**config.mk**
```make
export PLATFORM = sky130hd
export DESIGN_NAME = fwrisc_uart_prog_loader_flat
export DESIGN_NICKNAME = d
export VERILOG_FILES = /design/src/rtl/fwrisc_uart_prog_loader_if.sv /design/src/rtl/fwrisc_uart_prog_loader.sv /design/src/flat_wrapper.sv
export SDC_FILE = /design/constraint.sdc
export NUM_CORES = 1
export LEC_CHECK = 0
export CORE_MARGIN = 1.5
export CORE_UTILIZATION = 55
export CTS_CLUSTER_SIZE = 16
export DETAILED_ROUTE_END_ITERATION = 10
export GPL_TIMING_DRIVEN = 0
export PLACE_DENSITY_LB_ADDON = 0.25
export SYNTH_ARGS = -nofsm -noshare
export SYNTH_HDL_FRONTEND = slang
export SYNTH_SLANG_ARGS = --single-unit
```
**constraint.sdc**
```tcl
create_clock -name clk -period 2.8 [get_ports clk]
set_input_delay 0.28 -clock clk [delete_from_list [all_inputs] [get_ports clk]]
set_output_delay 0.28 -clock clk [all_outputs]
set_load 0.01 [all_outputs]
```
**src/rtl/fwrisc_uart_prog_loader_if.sv**
```systemverilog
// Instruction-memory write bus driven by the UART program loader.
// The loader drives the bus through the master modport; the memory listens on the slave modport.
interface fwrisc_uart_prog_loader_if #(
   parameter int ADDR_W = 10
);
   logic              mem_we;
   logic [ADDR_W-1:0] mem_addr;
   logic [31:0]       mem_wdata;

   modport master (output mem_we, output mem_addr, output mem_wdata);
   modport slave  (input  mem_we, input  mem_addr, input  mem_wdata);
endinterface

```
**src/rtl/fwrisc_uart_prog_loader.sv**
```systemverilog
// Boot-time loader: receives 8N1 UART bytes and packs them little-endian into 32-bit words.
// It writes each word to instruction memory and holds the CPU in reset until the full image has arrived.
module fwrisc_uart_prog_loader #(
   parameter int CLKS_PER_BIT = 868,
   parameter int PROG_BYTES   = 4096,
   parameter int ADDR_W       = 10
) (
   input  logic                               clk,
   input  logic                               rst_n,
   input  logic                               rx,
   fwrisc_uart_prog_loader_if.master          mem,
   output logic                               program_receiving,
   output logic                               program_done,
   output logic                               program_ov,
   output logic                               frame_err,
   output logic                               cpu_reset
);

   localparam int CNT_W  = $clog2(CLKS_PER_BIT);
   localparam int BCW_A  = $clog2(PROG_BYTES + 1);
   localparam int BCNT_W = (BCW_A > ADDR_W + 2) ? BCW_A : ADDR_W + 2;

   localparam logic [CNT_W-1:0]  CNT_HALF  = CNT_W'(CLKS_PER_BIT / 2 - 1);
   localparam logic [CNT_W-1:0]  CNT_LAST  = CNT_W'(CLKS_PER_BIT - 1);
   localparam logic [BCNT_W-1:0] BYTES_END = BCNT_W'(PROG_BYTES);

   typedef enum logic [2:0] {
      ST_IDLE      = 3'd0,
      ST_START     = 3'd1,
      ST_DATA      = 3'd2,
      ST_STOP      = 3'd3,
      ST_WAIT_IDLE = 3'd4
   } state_t;

   logic [1:0]        rx_sync_r;
   logic              rx_s;
   state_t            state_r, state_s;
   logic [CNT_W-1:0]  cnt_r, cnt_s;
   logic [2:0]        bit_idx_r, bit_idx_s;
   logic [7:0]        shift_r, shift_s;
   logic              byte_ok_s;
   logic              stop_err_s;

   logic [BCNT_W-1:0] byte_cnt_r;
   logic [BCNT_W-1:0] byte_cnt_inc_s;
   logic [1:0]        lane_s;
   logic [31:0]       word_r, word_s;
   logic              last_byte_s;

   assign rx_s = rx_sync_r[1];

   // Two-flop synchroniser for the asynchronous serial line (idles high).
   always_ff @(posedge clk or negedge rst_n) begin
      if (!rst_n) begin
         rx_sync_r <= 2'b11;
      end else begin
         rx_sync_r <= {rx_sync_r[0], rx};
      end
   end

   // Receiver state, bit-timing counter and data shift register.
   always_ff @(posedge clk or negedge rst_n) begin
      if (!rst_n) begin
         state_r   <= ST_IDLE;
         cnt_r     <= '0;
         bit_idx_r <= 3'd0;
         shift_r   <= 8'h00;
      end else begin
         state_r   <= state_s;
         cnt_r     <= cnt_s;
         bit_idx_r <= bit_idx_s;
         shift_r   <= shift_s;
      end
   end

   // Receiver next-state logic; byte_ok_s/stop_err_s mark the mid-stop-bit sample cycle.
   always_comb begin
      state_s    = state_r;
      cnt_s      = cnt_r;
      bit_idx_s  = bit_idx_r;
      shift_s    = shift_r;
      byte_ok_s  = 1'b0;
      stop_err_s = 1'b0;
      case (state_r)
         ST_IDLE: begin
            cnt_s     = '0;
            bit_idx_s = 3'd0;
            if (!rx_s) state_s = ST_START;
            else       state_s = ST_IDLE;
         end
         ST_START: begin
            if (cnt_r == CNT_HALF) begin
               cnt_s = '0;
               if (!rx_s) state_s = ST_DATA;
               else       state_s = ST_IDLE;
            end else begin
               cnt_s = cnt_r + CNT_W'(1);
            end
         end
         ST_DATA: begin
            if (cnt_r == CNT_LAST) begin
               cnt_s     = '0;
               shift_s   = {rx_s, shift_r[7:1]};
               bit_idx_s = bit_idx_r + 3'd1;
               if (bit_idx_r == 3'd7) state_s = ST_STOP;
               else                   state_s = ST_DATA;
            end else begin
               cnt_s = cnt_r + CNT_W'(1);
            end
         end
         ST_STOP: begin
            if (cnt_r == CNT_LAST) begin
               cnt_s = '0;
               if (rx_s) begin
                  byte_ok_s = 1'b1;
                  state_s   = ST_IDLE;
               end else begin
                  stop_err_s = 1'b1;
                  state_s    = ST_WAIT_IDLE;
               end
            end else begin
               cnt_s = cnt_r + CNT_W'(1);
            end
         end
         ST_WAIT_IDLE: begin
            if (rx_s) state_s = ST_IDLE;
            else      state_s = ST_WAIT_IDLE;
         end
         default: begin
            state_s = ST_IDLE;
         end
      endcase
   end

   // Word assembly: the received byte lands in the lane selected by the low byte-count bits.
   always_comb begin
      lane_s         = byte_cnt_r[1:0];
      byte_cnt_inc_s = byte_cnt_r + BCNT_W'(1);
      last_byte_s    = (byte_cnt_inc_s == BYTES_END);
      word_s         = word_r;
      word_s[{lane_s, 3'b000} +: 8] = shift_r;
   end

   // Loader outputs, all registered so every strobe appears one cycle after the stop-bit sample.
   always_ff @(posedge clk or negedge rst_n) begin
      if (!rst_n) begin
         byte_cnt_r        <= '0;
         word_r            <= 32'h0000_0000;
         mem.mem_we        <= 1'b0;
         mem.mem_addr      <= '0;
         mem.mem_wdata     <= 32'h0000_0000;
         program_receiving <= 1'b0;
         program_done      <= 1'b0;
         program_ov        <= 1'b0;
         frame_err         <= 1'b0;
         cpu_reset         <= 1'b1;
      end else begin
         program_receiving <= 1'b0;
         mem.mem_we        <= 1'b0;
         frame_err         <= stop_err_s;
         if (byte_ok_s) begin
            if (program_done) begin
               program_ov <= 1'b1;
            end else begin
               program_receiving <= 1'b1;
               byte_cnt_r        <= byte_cnt_inc_s;
               word_r            <= word_s;
               if (lane_s == 2'd3) begin
                  mem.mem_we    <= 1'b1;
                  mem.mem_addr  <= byte_cnt_r[ADDR_W+1:2];
                  mem.mem_wdata <= word_s;
               end
               if (last_byte_s) begin
                  program_done <= 1'b1;
                  cpu_reset    <= 1'b0;
               end
            end
         end
      end
   end

endmodule

```
**src/flat_wrapper.sv**
```systemverilog
// flat-port wrapper written by rule: the top's interface ports become plain ports
module fwrisc_uart_prog_loader_flat 
#(
   parameter int CLKS_PER_BIT = 868,
   parameter int PROG_BYTES   = 4096,
   parameter int ADDR_W       = 10
)
  (clk, rst_n, rx, program_receiving, program_done, program_ov, frame_err, cpu_reset, mem_mem_we, mem_mem_addr, mem_mem_wdata);
  fwrisc_uart_prog_loader_if #(.ADDR_W(ADDR_W)) mem_i ();
  input  logic clk;
  input  logic rst_n;
  input  logic rx;
  output logic program_receiving;
  output logic program_done;
  output logic program_ov;
  output logic frame_err;
  output logic cpu_reset;
  output wire logic [$bits(mem_i.mem_we)-1:0] mem_mem_we;
  output wire logic [$bits(mem_i.mem_addr)-1:0] mem_mem_addr;
  output wire logic [$bits(mem_i.mem_wdata)-1:0] mem_mem_wdata;
  assign mem_mem_we = mem_i.mem_we;
  assign mem_mem_addr = mem_i.mem_addr;
  assign mem_mem_wdata = mem_i.mem_wdata;
  fwrisc_uart_prog_loader #(.CLKS_PER_BIT(CLKS_PER_BIT), .PROG_BYTES(PROG_BYTES), .ADDR_W(ADDR_W)) u_core (.clk(clk), .rst_n(rst_n), .rx(rx), .mem(mem_i), .program_receiving(program_receiving), .program_done(program_done), .program_ov(program_ov), .frame_err(frame_err), .cpu_reset(cpu_reset));
endmodule
```
==> results of run 1 <==
-- worst paths after layout --
check                                            startpoint                            endpoint  depth (start not counted)
max                        u_core.byte_cnt_r[0]$_DFFE_PN0P_        u_core.word_r[6]$_DFFE_PN0P_                          8
min                                                      rx       u_core.rx_sync_r[0]$_DFF_PN1_                          1
max reg2reg                u_core.byte_cnt_r[0]$_DFFE_PN0P_        u_core.word_r[6]$_DFFE_PN0P_                          8
min reg2reg                   u_core.rx_sync_r[0]$_DFF_PN1_       u_core.rx_sync_r[1]$_DFF_PN1_                          0
max in group asynchronous                             rst_n        u_core.word_r[6]$_DFFE_PN0P_                          3
min in group asynchronous                             rst_n  u_core.mem.mem_addr[2]$_DFFE_PN0P_                          2
-- layer usage --
| metal | up-vias | GRT usage (%) | wire (um) |
|---|---|---|---|
| met5 | - | 0 | 0 |
| met3 | 17 | 3.13 | 383 |
| met4 | 0 | 8.13 | 187 |
| li1 | 1873 | - | - |
| met2 | 92 | 36.3 | 5290 |
| met1 | 1923 | 33.9 | 5070 |
-- worst register-to-register path, cell delays in order, from the launching register on --
cell	delay [ns]
dfrtp_1	0.43
clkbuf_2	0.20
inv_1	0.24
ha_1	0.37
nor4bb_1	0.30
clkbuf_2	0.25
and3_1	0.17
clkbuf_1	0.30
a21o_1	0.17
-- cell usage after synthesis (all sizes together) --
master	number
a21o	29
a21oi	32
dfrtp	108
and3	8
nor4bb	2
a31oi	6
a211oi	1
dfstp	3
mux2	18
inv	10
and4	2
o31ai	1
nor4	4
xor2	1
o21ai	34
nand4b	2
a2111oi	2
nand4	8
mux2i	2
o2bb2ai	1
nor2	9
a311o	1
a211o	1
nor2b	24
o41ai	2
or4	1
o22ai	1
a22oi	1
ha	10
a22o	1
or3b	1
a2bb2oi	1
nand3	11
nor3b	2
xnor2	12
nand2b	2
clkbuf	24
and2	4
nand4bb	1
buf	17
nor3	10
a21boi	26
nand2	68
-- power groups by stage --
stage	sequential, uW	clock, uW	combinational, uW
final	1610	876	37.8
after global routing	1610	963	45.4
after CTS	1610	897	40.1
after detailed placement	1640	0	38.9
after global placement	1640	0	33.8
after floorplan	1640	0	0.382
-- final cells by class --
class / count / area, um2
inverter: 10 / 37.5
timing repair buffer: 52 / 536
fill: 745 / 3140
sequential: 111 / 2780
buffer: 41 / 195
clock inverter: 6 / 45.0
tap: 111 / 139
clock buffer: 10 / 128
multi-input combinational: 342 / 2200
-- placed cells by master, fill, tap and decap left out, types with 3 or more instances in the layout --
| cell type | instances |
|---|---|
| nand3_1 | 11 |
| clkbuf_8 | 9 |
| a21boi_0 | 26 |
| buf_2 | 13 |
| and2_1 | 4 |
| clkdlybuf4s50_1 | 49 |
| buf_6 | 3 |
| mux2_2 | 18 |
| dfstp_2 | 3 |
| nand2_1 | 68 |
| a21o_1 | 29 |
| nand4_1 | 8 |
| dfrtp_1 | 108 |
| and3_1 | 8 |
| nor3_1 | 8 |
| a31oi_1 | 6 |
| ha_1 | 10 |
| nor4_1 | 3 |
| inv_1 | 10 |
| nor2b_1 | 24 |
| a21oi_1 | 32 |
| nor2_1 | 9 |
| o21ai_0 | 34 |
| clkbuf_1 | 24 |
| xnor2_1 | 12 |
-- logic make-up after synthesis --
kind of cell | synth area share (%)
AOI/OAI and AO/OA | 17.2
muxes | 4.30
xor gates and xnor gates | 2.20
buffers and inverters | 4.44
and+or+nand+nor | 15.8
DFF | 53.7
adders and majority gates | 2.41
-- per-stage QoR --
step / hold WS (ns) / TNS [ns] / setup WS, ns
final: 0.322 / 0 / 0.313
after global routing: 0.309 / 0 / 0.0540
after CTS: 0.319 / 0 / 0.115
after detailed placement: 0.286 / -1.64 / -0.131
after global placement: 0.347 / -281.52 / -2.57
after floorplan: -0.0156 / 0 / 0.512
-- registers in the layout (all words and copies together), names as in the netlist, 2 cells and up --
signal / cells
u_core.rx_sync_r: 2
u_core.byte_cnt_r: 13
u_core.bit_idx_r: 3
u_core.mem.mem_wdata: 32
u_core.mem.mem_addr: 10
u_core.cnt_r: 10
u_core.state_r: 3
u_core.shift_r: 8
u_core.word_r: 24
-- repair_timing --
| action | 4_1_cts | 5_1_grt |
|---|---|---|
| endpoints found under the setup margin | 16 | 26 |
| pin swaps | 0 | 0 |
| hold endpoints to repair | 35 | 0 |
| buffers inserted | 0 | 0 |
| resized for setup | 2 | 7 |
| hold buffers | 1 | 0 |
==> out/qor.txt, run 1 <==
Crit-path max cell delay - 0.43 ns
Max VDD drop - 216 uV
Vias post-DR - 3905
DR pass1 iterations - 5
Register area share after synthesis - 53.7%
Number of global-route vias before repair - 3695
Period minus WS final - 2.49 ns
Reg power frac - 63.7%
GP Congestion - 0.919
Tightest Pin Transition - 0.570 ns
CP Max Fanout - 9
Status - complete, no violations
GRT Total Usage - 23.3%
Clk buf depth - 2
Inst Count DP - 666
Yosys cell types - 46
H-tree depth - 3
Switch Pwr - 576 uW
Layout cell share with drive strength beyond 1 - 10.5%
Clk_skew - 0.0118 ns
DP Area - 5850 um2
Core Util, Final - 65.9%
Die X - 100 um
Crit-path cells - clkbuf_2 > inv_1 > ha_1 > nor4bb_1 > clkbuf_2 > and3_1 > clkbuf_1 > a21o_1
Worst setup EP type - flip-flop
Core area - 9200 um2
Syn Inst Count - 504
Final hold vios - 0
Max-Slew Margin vs Limit - 62.0%
Port bufs - 50
Critical Path RT - 3.11 ns
P_int - 1940 uW
Unrepaired setup endpoints after global routing - no
Clock transition at path regs - 0.11 ns
Post-synthesis cell area - 5180 um2
Synth warnings - 0
Vias per inst - 5.72
Period Utilization, post-route - 88.8%
CP Buf/Inv Count - 4
First-pass GRT wire length - 18.3 mm
Slowest CP cell - dfrtp_1
Design area - 6060 um2
ANT nets after route - 0
Cell taking the most area after synthesis - dfrtp_1
Fin. max-slew vios - 0
Sw frac - 22.9%
Pwr dens - 416 nW/um2
Layout Cells excl Fill - 683
Top cell type's share of synthesized area - 52.1%
Layout area overhead - 16.9%
Synth Net Count - 517
Synth area leaders - dfrtp_1, nand2_1, a21o_1
DR WL/cell - 16.0 um
Kind of critical path - flip-flop to flip-flop
Yosys reg bits - 111
Largest net degree at the start of global routing - 74
Initial Util - 56.4%
Flop2flop setup slack - 0.31 ns
Fmax achieved - 402 MHz
Design Power - 2520 uW
Post-Syn Area per Cell - 10.3 um2
DRT Wirelength - 10.9 mm
Clk Tree Root Cell - clkbuf_8
Max Cap Violations - 0
Grt ovf - 0
Initial antenna violation count - 0
Combinational share of power - 1.5%
Critical Path Start Type - flip-flop
CP arrival - 2.79 ns
Most frequent CP cell - clkbuf_2
Core Rows - 35
Fin nets - 580
Die Span Y - 100 um
Total CTS buffers - 9
Critical path's top delay family - buffers and inverters
DRC viols - 0
Die area - 10000 um2
Leak - 0.00294 uW
Clk_lat worst skew - 0.37 ns
# diodes - 0
Worst Hold Class - input pin to flip-flop
Initial drt markers - 152
DPL Wire Length - 7.59 mm
Top Ports - 51
Clock sink count - 111
CTS tree - built
# setup viols final - 0
Clock power share - 34.8%
Power figures use the tool's default switching activity.
==> run 2: changes to the inputs <==
PLACE_DENSITY = 0.83   (was not set)
PLACE_DENSITY_LB_ADDON = not set   (was 0.25)
SLEW_MARGIN = 20   (was not set)
==> run 2 against run 1 <==
Effect of this change:
- global-route usage increased by 0.059 points
- non-clock buffer count unchanged
- cell area about the same
- critical path depth unchanged
- clock skew increased by 0.0056 ns
- wire length increased by 2.4%
- worst hold slack got worse by 0.0012 ns
- critical path type unchanged
==> out/qor.txt, run 2 (synthesis gave the netlist of run 1 again) <==
Reg area - 2780 um2 (unchanged)
# diodes - 0 (unchanged)
Worst Hold Class - input pin to flip-flop
Leading cell types in the layout, fill and taps excluded - dfrtp_1, nand2_1, clkdlybuf4s50_1
Layout cell share with drive strength beyond 1 - 10.3% (-0.17 points)
Reg power frac - 62.8% (-0.9 points)
Core Util, Final - 65.9% (about the same)
Total CTS buffers - 9 (unchanged)
Crit-path max cell delay - 0.50 ns (+0.07 ns)
Leak - 0.00294 uW (-0.21%)
DR WL/cell - 16.4 um (+2.4%)
DRC viols - 0 (unchanged)
Vias per inst - 5.89 (+3.0%)
# setup viols final - 0 (unchanged)
Fmax achieved - 375 MHz (-6.8%)
Max VDD drop - 245 uV (+13%)
Max Cap Violations - 0 (unchanged)
Setup TNS - 0 ns (unchanged)
Unrepaired setup endpoints after global routing - no
Die Span Y - 100 um (unchanged)
Area used by multi-input combinational logic - 2190 um2 (-0.51%)
H-tree depth - 3 (unchanged)
Worst setup EP type - flip-flop
Period Utilization, post-route - 95.3% (+6.5 points)
Fill count - 711 (-4.6%)
Fin. max-slew vios - 0 (unchanged)
Combinational share of power - 1.5% (about the same)
Flop2flop setup slack - 0.13 ns (-0.18 ns)
Tightest Pin Transition - 0.646 ns (+0.0754 ns)
GP Congestion - 0.901 (-1.9%)
Core Rows - 35 (unchanged)
Slowest CP cell - nor3_2
Kind of critical path - flip-flop to flip-flop
Max reg flops - 32 (unchanged)
DRT Wirelength - 11.2 mm (+2.4%)
Clk buf depth - 2 (unchanged)
GRT Total Usage - 23.4% (+0.059 points)
Period minus WS final - 2.67 ns (+0.183 ns)
Clock sink count - 111 (unchanged)
Critical Path RT - 3.12 ns (about the same)
P_int - 1970 uW (+1.3%)
Most common cell after layout, fill and taps aside - dfrtp_1
Top Ports - 51 (unchanged)
Pwr dens - 422 nW/um2 (+1.4%)
Grt ovf - 0 (unchanged)
Post-CTS Setup Inserts - 0 (unchanged)
Number of global-route vias before repair - 3795 (+2.7%)
Final hold vios - 0 (unchanged)
Fin nets - 580 (unchanged)
Clock transition at path regs - 0.10 ns (about the same)
First-pass GRT wire length - 18.3 mm (about the same)
Initial antenna violation count - 0 (unchanged)
CTS tree - built
Status - complete, no violations
CP Max Fanout - 9 (unchanged)
Sw frac - 23.0% (+0.11 points)
Layout area overhead - 17.0% (about the same)
Clk Tree Root Cell - clkbuf_8
Initial Util - 56.4% (unchanged)
DR pass1 iterations - 4 (-1)
Clk_lat worst skew - 0.37 ns (about the same)
Clk_skew - 0.0174 ns (+0.00561 ns)
Clock power share - 35.7% (+0.9 points)
DPL Wire Length - 7.56 mm (-0.38%)
ANT nets after route - 0 (unchanged)
Die X - 100 um (unchanged)
Top reg by flops - u_core.mem.mem_wdata
Largest regs - u_core.mem.mem_wdata (32), u_core.word_r (24), u_core.byte_cnt_r (13)
Critical Path Start Type - flip-flop
CP arrival - 2.99 ns (+0.20 ns)
Die area - 10000 um2 (unchanged)
Initial drt markers - 218 (+43%)
Switch Pwr - 587 uW (+2.0%)
Max-Slew Margin vs Limit - 56.7% (-5.3 points)
Post-route setup slack - 0.131 ns (-0.183 ns)
Largest net degree at the start of global routing - 65 (-12%)
Port bufs - 50 (unchanged)
Final hold slack - 0.321 ns (-0.00119 ns)
Crit-path cells - clkbuf_2 > inv_1 > ha_1 > nand2_1 > nor3_2 > and3_1 > clkbuf_1 > a21o_1
Vias post-DR - 4021 (+3.0%)
Core area - 9200 um2 (unchanged)
Setup WS pre-CTS - -0.111 ns (+0.0199 ns)
[run 2: final cells by class]
type,count,share of cell area (%)
Sequential cell,111,45.9
Timing Repair Buffer,52,8.89
Clock inverter,5,0.701
Buffer,41,3.22
Multi-Input combinational cell,342,36.1
Tap cell,111,2.29
Clock buffer,11,2.33
Inverter,10,0.619
[run 2: timing repair]
| action | 4_1_cts | 5_1_grt |
|---|---|---|
| gates resized for setup | 0 | 7 |
| gates cloned | 0 | 0 |
| hold buffers | 1 | 0 |
| endpoints found under the setup margin | 16 | 37 |
| hold endpoints to repair | 47 | 0 |
| pin swaps | 0 | 0 |
[run 2: critical path, delay by kind of cell (launching register included)]
family,cells,cell delay [ns]
simple gates,3,0.86
flops,1,0.43
fa+ha+maj,1,0.39
buf+inv,3,0.76
compound gates,1,0.17
[run 2: through the flow]
stage | std cells | instance area [um2] | power (uW)
global route | 683 | 6060 | 2650
floorplan | 504 | 5180 | 1640
detailed placement | 666 | 5850 | 1680
CTS | 683 | 6040 | 2570
finish | 683 | 6060 | 2560
global placement | 665 | 5820 | 1670
[run 2: power groups by stage]
stage | registers, uW | logic (uW) | clock network [uW]
2_1_floorplan | 1640 | 0.382 | 0
3_3_place_gp | 1640 | 33.9 | 0
4_1_cts | 1610 | 41.6 | 926
3_5_place_dp | 1640 | 40.2 | 0
6_report | 1610 | 38.5 | 912
5_1_grt | 1610 | 45.9 | 993
[run 2: per-layer routing]
layer  global-route usage [%]  vias up  share of wire [%]
li1                         -     1881                  -
met1                     31.3     1972                 45
met2                     38.5      149                 49
met3                     3.90       19                4.6
met4                     8.99        0                2.0
met5                        0        -                  0
[run 2: final timing paths]
path                                                   from                                 to  cells past startpoint
min in group asynchronous                             rst_n  u_core.byte_cnt_r[11]$_DFFE_PN0P_                      2
hold / removal                                           rx      u_core.rx_sync_r[0]$_DFF_PN1_                      1
hold reg to reg               u_core.rx_sync_r[0]$_DFF_PN1_      u_core.rx_sync_r[1]$_DFF_PN1_                      0
setup reg to reg           u_core.byte_cnt_r[0]$_DFFE_PN0P_      u_core.word_r[20]$_DFFE_PN0P_                      8
max in group asynchronous                             rst_n      u_core.rx_sync_r[0]$_DFF_PN1_                      3
setup / recovery           u_core.byte_cnt_r[0]$_DFFE_PN0P_      u_core.word_r[20]$_DFFE_PN0P_                      8
==> run 3: changes to the inputs <==
--- a/config.mk
+++ b/config.mk
@@ -6,10 +6,13 @@
 export NUM_CORES = 1
 export LEC_CHECK = 0
+export ABC_AREA = 1
+export CELL_PAD_IN_SITES_DETAIL_PLACEMENT = 1
+export CELL_PAD_IN_SITES_GLOBAL_PLACEMENT = 2
 export CORE_MARGIN = 1.5
-export CORE_UTILIZATION = 55
+export CORE_UTILIZATION = 35
 export CTS_CLUSTER_SIZE = 16
 export DETAILED_ROUTE_END_ITERATION = 10
 export GPL_TIMING_DRIVEN = 0
-export PLACE_DENSITY = 0.83
+export PLACE_DENSITY = 0.86
 export SLEW_MARGIN = 20
 export SYNTH_ARGS = -nofsm -noshare
==> constraint.sdc (replaced) <==
create_clock -name clk -period 2.8 [get_ports clk]
set_input_delay 0.28 -clock clk [delete_from_list [all_inputs] [get_ports clk]]
set_output_delay 0.28 -clock clk [all_outputs]
set_load 0.02 [all_outputs]
==> run 3 against run 2 <==
Effect of this change:
- first-iteration DRC count up 5.5%
- final cell count is 34% higher
- non-clock buffer count is 18 lower
- cell area rose by 13%
- register-to-register slack better by 0.15 ns
==> out/qor.txt, run 3 <==
Initial antenna violation count - 0 (unchanged)
Post-synth EDFFs - 0 (unchanged)
Unrepaired setup endpoints after global routing - no
Top Ports - 51 (unchanged)
DPL Wire Length - 11.0 mm (+45%)
Reg power frac - 42.5% (-20 points)
Die X - 128 um (+28%)
Clk Tree Root Cell - clkbuf_16
Top cell type's share of synthesized area - 52.3% (+0.18 points)
Period minus WS final - 2.52 ns (-0.147 ns)
Layout Cells excl Fill - 917 (+34%)
# setup viols final - 0 (unchanged)
Design Power - 4000 uW (+56%)
Largest regs - u_core.mem.mem_wdata (32), u_core.word_r (30), u_core.byte_cnt_r (13)
Post-Syn Area per Cell - 8.45 um2 (-18%)
Met1 global-route usage - 25.9% (-5.4 points)
Number of global-route vias before repair - 5007 (+32%)
CTS tree - built
Critical Path RT - 3.15 ns (+0.03 ns)
Clk_skew - 0.0107 ns (-0.00663 ns)
Most common cell after layout, fill and taps aside - nand2_1
Clk_lat worst skew - 0.42 ns (+0.05 ns)
Fin nets - 729 (+26%)
XOR/XNOR Fraction of Synth Area - 0.643% (-1.6 points)
Worst setup EP type - flip-flop
Critical Path Start Type - flip-flop
DRT Wirelength - 15.4 mm (+37%)
DRC viols - 0 (unchanged)
Pwr dens - 584 nW/um2 (+39%)
Yosys reg bits - 117 (+5.4%)
GRT busiest layer - met2
Layout cell share with drive strength beyond 1 - 10.2% (-0.16 points)
Clk buf depth - 2 (unchanged)
Max-Slew Margin vs Limit - 31.5% (-25 points)
Fill count - 1809 (+150%)
Post-synthesis cell area - 5450 um2 (+5.2%)
Grt ovf - 0 (unchanged)
Vias per inst - 5.06 (-14%)
Port bufs - 50 (unchanged)
Final hold vios - 0 (unchanged)
Simple-gate share of the synthesized area - 23.2% (+7.4 points)
Leak - 0.00320 uW (+9.1%)
Post-synth top cells - nand2_1, dfrtp_1, nor2_1, inv_1, a21oi_1
Max Cap Violations - 0 (unchanged)
Largest net degree at the start of global routing - 63 (-3.1%)
DR pass1 iterations - 4 (unchanged)
Sw frac - 21.2% (-1.8 points)
Max reg flops - 32 (unchanged)
CP Max Fanout - 9 (unchanged)
Total CTS buffers - 17 (+8)
Fin. max-slew vios - 0 (unchanged)
Met3 Use GR - 5.43% (+1.5 points)
Clock power share - 56.5% (+21 points)
Synth async-reset ratio - 100% (unchanged)
Initial drt markers - 230 (+5.5%)
Core area - 15200 um2 (+65%)
Synth Area in Compound Gates - 13.0% (-4.2 points)
Initial Util - 35.9% (-20 points)
Top reg by flops - u_core.mem.mem_wdata
Layout area overhead - 25.4%
Largest family of logic cells by synthesized area - simple AND/OR/NAND/NOR gates
Yosys cell types - 37 (-20%)
DR WL/cell - 16.8 um (+2.3%)
ANT nets after route - 0 (unchanged)
Max VDD drop - 320 uV (+30%)
Die Span Y - 128 um (+28%)
H-tree depth - 4 (+1)
Synth Area in Adders - 2.30% (-0.12 points)
Count leader, synth - nand2_1
Worst setup startpoint - u_core.byte_cnt_r[0]$_DFFE_PN0P_
Combinational share of power - 1.1% (-0.4 points)
Switch Pwr - 846 uW (+44%)
P_int - 3150 uW (+60%)
Synth area leaders - dfrtp_1, nand2_1, nor2_1
Mux contribution to synthesized area - 0% (-4.3 points)
Kind of critical path - flip-flop to flip-flop
CP arrival - 2.87 ns (-0.12 ns)
Tightest Pin Transition - 1.02 ns (+0.374 ns)
Commonest register cell after synthesis - dfrtp_1
Syn Inst Count - 645 (+28%)
Cell taking the most area after synthesis - dfrtp_1
Inst Count DP - 884 (+33%)
Vias post-DR - 4638 (+15%)
Register area share after synthesis - 53.8% (+0.11 points)
Core Rows - 45 (+29%)
Core Util, Final - 45.0% (-21 points)
Hold path startpoint - rx
Worst Hold Class - input pin to flip-flop
# diodes - 0 (unchanged)
Worst r2r src - u_core.byte_cnt_r[0]$_DFFE_PN0P_
Routing usage on met2 - 33.1% (-5.3 points)
Leading cell types in the layout, fill and taps excluded - nand2_1, dfrtp_1, nor2_1
First-pass GRT wire length - 25.7 mm (+40%)
Period Utilization, post-route - 90.1% (-5.3 points)
Post-CTS resize count - 0 (unchanged)
Clock transition at path regs - 0.06 ns (-0.04 ns)
Synth Net Count - 658 (+27%)
Synth warnings - 0 (unchanged)
Fmax achieved - 396 MHz (+5.8%)
GRT Total Usage - 20.3% (-3.1 points)
Die area - 16300 um2 (+63%)
Clock sink count - 117 (+5.4%)
GP Congestion - 0.830 (-7.9%)
Status - complete, no violations
run 3: changes by cell type in the layout (fill, tap and decap cells not counted), sizes merged, moves of 24 or more:
cell    delta
a21boi    -26
nor2b     -24
nand2     +98
nor2      +86
inv       +54
a21o      -29
run 3: logic make-up after synthesis:
logic type      Yosys count
flops                   117
compound gates          118
xor+xnor                  4
buf+inv                  88
simple gates            308
fa+ha+maj                10
run 3: final timing paths:
check	slack [ns]	cells past startpoint	to
max	0.28	6	u_core.word_r[21]$_DFFE_PN0P_
min	0.26	1	u_core.rx_sync_r[0]$_DFF_PN1_
max reg2reg	0.28	6	u_core.word_r[21]$_DFFE_PN0P_
min reg2reg	0.36	0	u_core.rx_sync_r[1]$_DFF_PN1_
max in group asynchronous	1.67	3	u_core.cpu_reset$_DFFE_PN1P_
min in group asynchronous	0.38	2	u_core.mem.mem_wdata[10]$_DFFE_PN0P_
run 3: power groups by stage:
stage | combinational (uW) | sequential [uW] | clock, uW
finish | 42.7 | 1700 | 2260
global route | 49.9 | 1700 | 2370
CTS | 45.6 | 1700 | 2300
detailed placement | 44.5 | 1730 | 0
global placement | 38.2 | 1730 | 0
floorplan | 0.972 | 1730 | 0
run 3: timing repair:
item / CTS / global route
hold buffers: 1 / 0
setup buffers: 0 / 0
hold endpoints to repair: 53 / 0
run 3: area by class of cell:
cell class / count / area (um2) / share of cell area (%)
flip-flops and latches: 117 / 2930 / 42.9
multi-input cells: 440 / 2130 / 31.2
repair buffers: 52 / 539 / 7.89
clock buffers: 21 / 460 / 6.73
inverters: 65 / 244 / 3.57
well taps: 188 / 235 / 3.44
clock inverters: 11 / 150 / 2.20
plain buffers: 23 / 143 / 2.09
run 3: metal layers:
| layer | vias to the layer above | part of all wire (%) | wire length [um] |
|---|---|---|---|
| li1 | 2218 | - | - |
| met1 | 2321 | 46 | 7110 |
| met2 | 78 | 48 | 7380 |
| met3 | 21 | 3.8 | 589 |
| met4 | 0 | 1.9 | 298 |
| met5 | - | 0 | 0 |
run 3: through the flow:
step	hold WS, ns	setup TNS, ns	setup slack, ns	cell area (um2)
after floorplan	-0.0156	0	0.996	5450
after global placement	0.348	-365.81	-3.17	6190
after detailed placement	0.287	0	0.384	6220
after CTS	0.243	0	0.369	6840
after global routing	0.261	0	0.0730	6840
final	0.264	0	0.278	6840
run 3: worst max-delay path, cell delays in order, from the launching register on:
cell      delay (ns)
dfrtp_1         0.44
inv_1           0.18
ha_1            0.18
clkinv_1        0.25
nor3_1          0.87
a22oi_1         0.31
a21oi_1         0.23
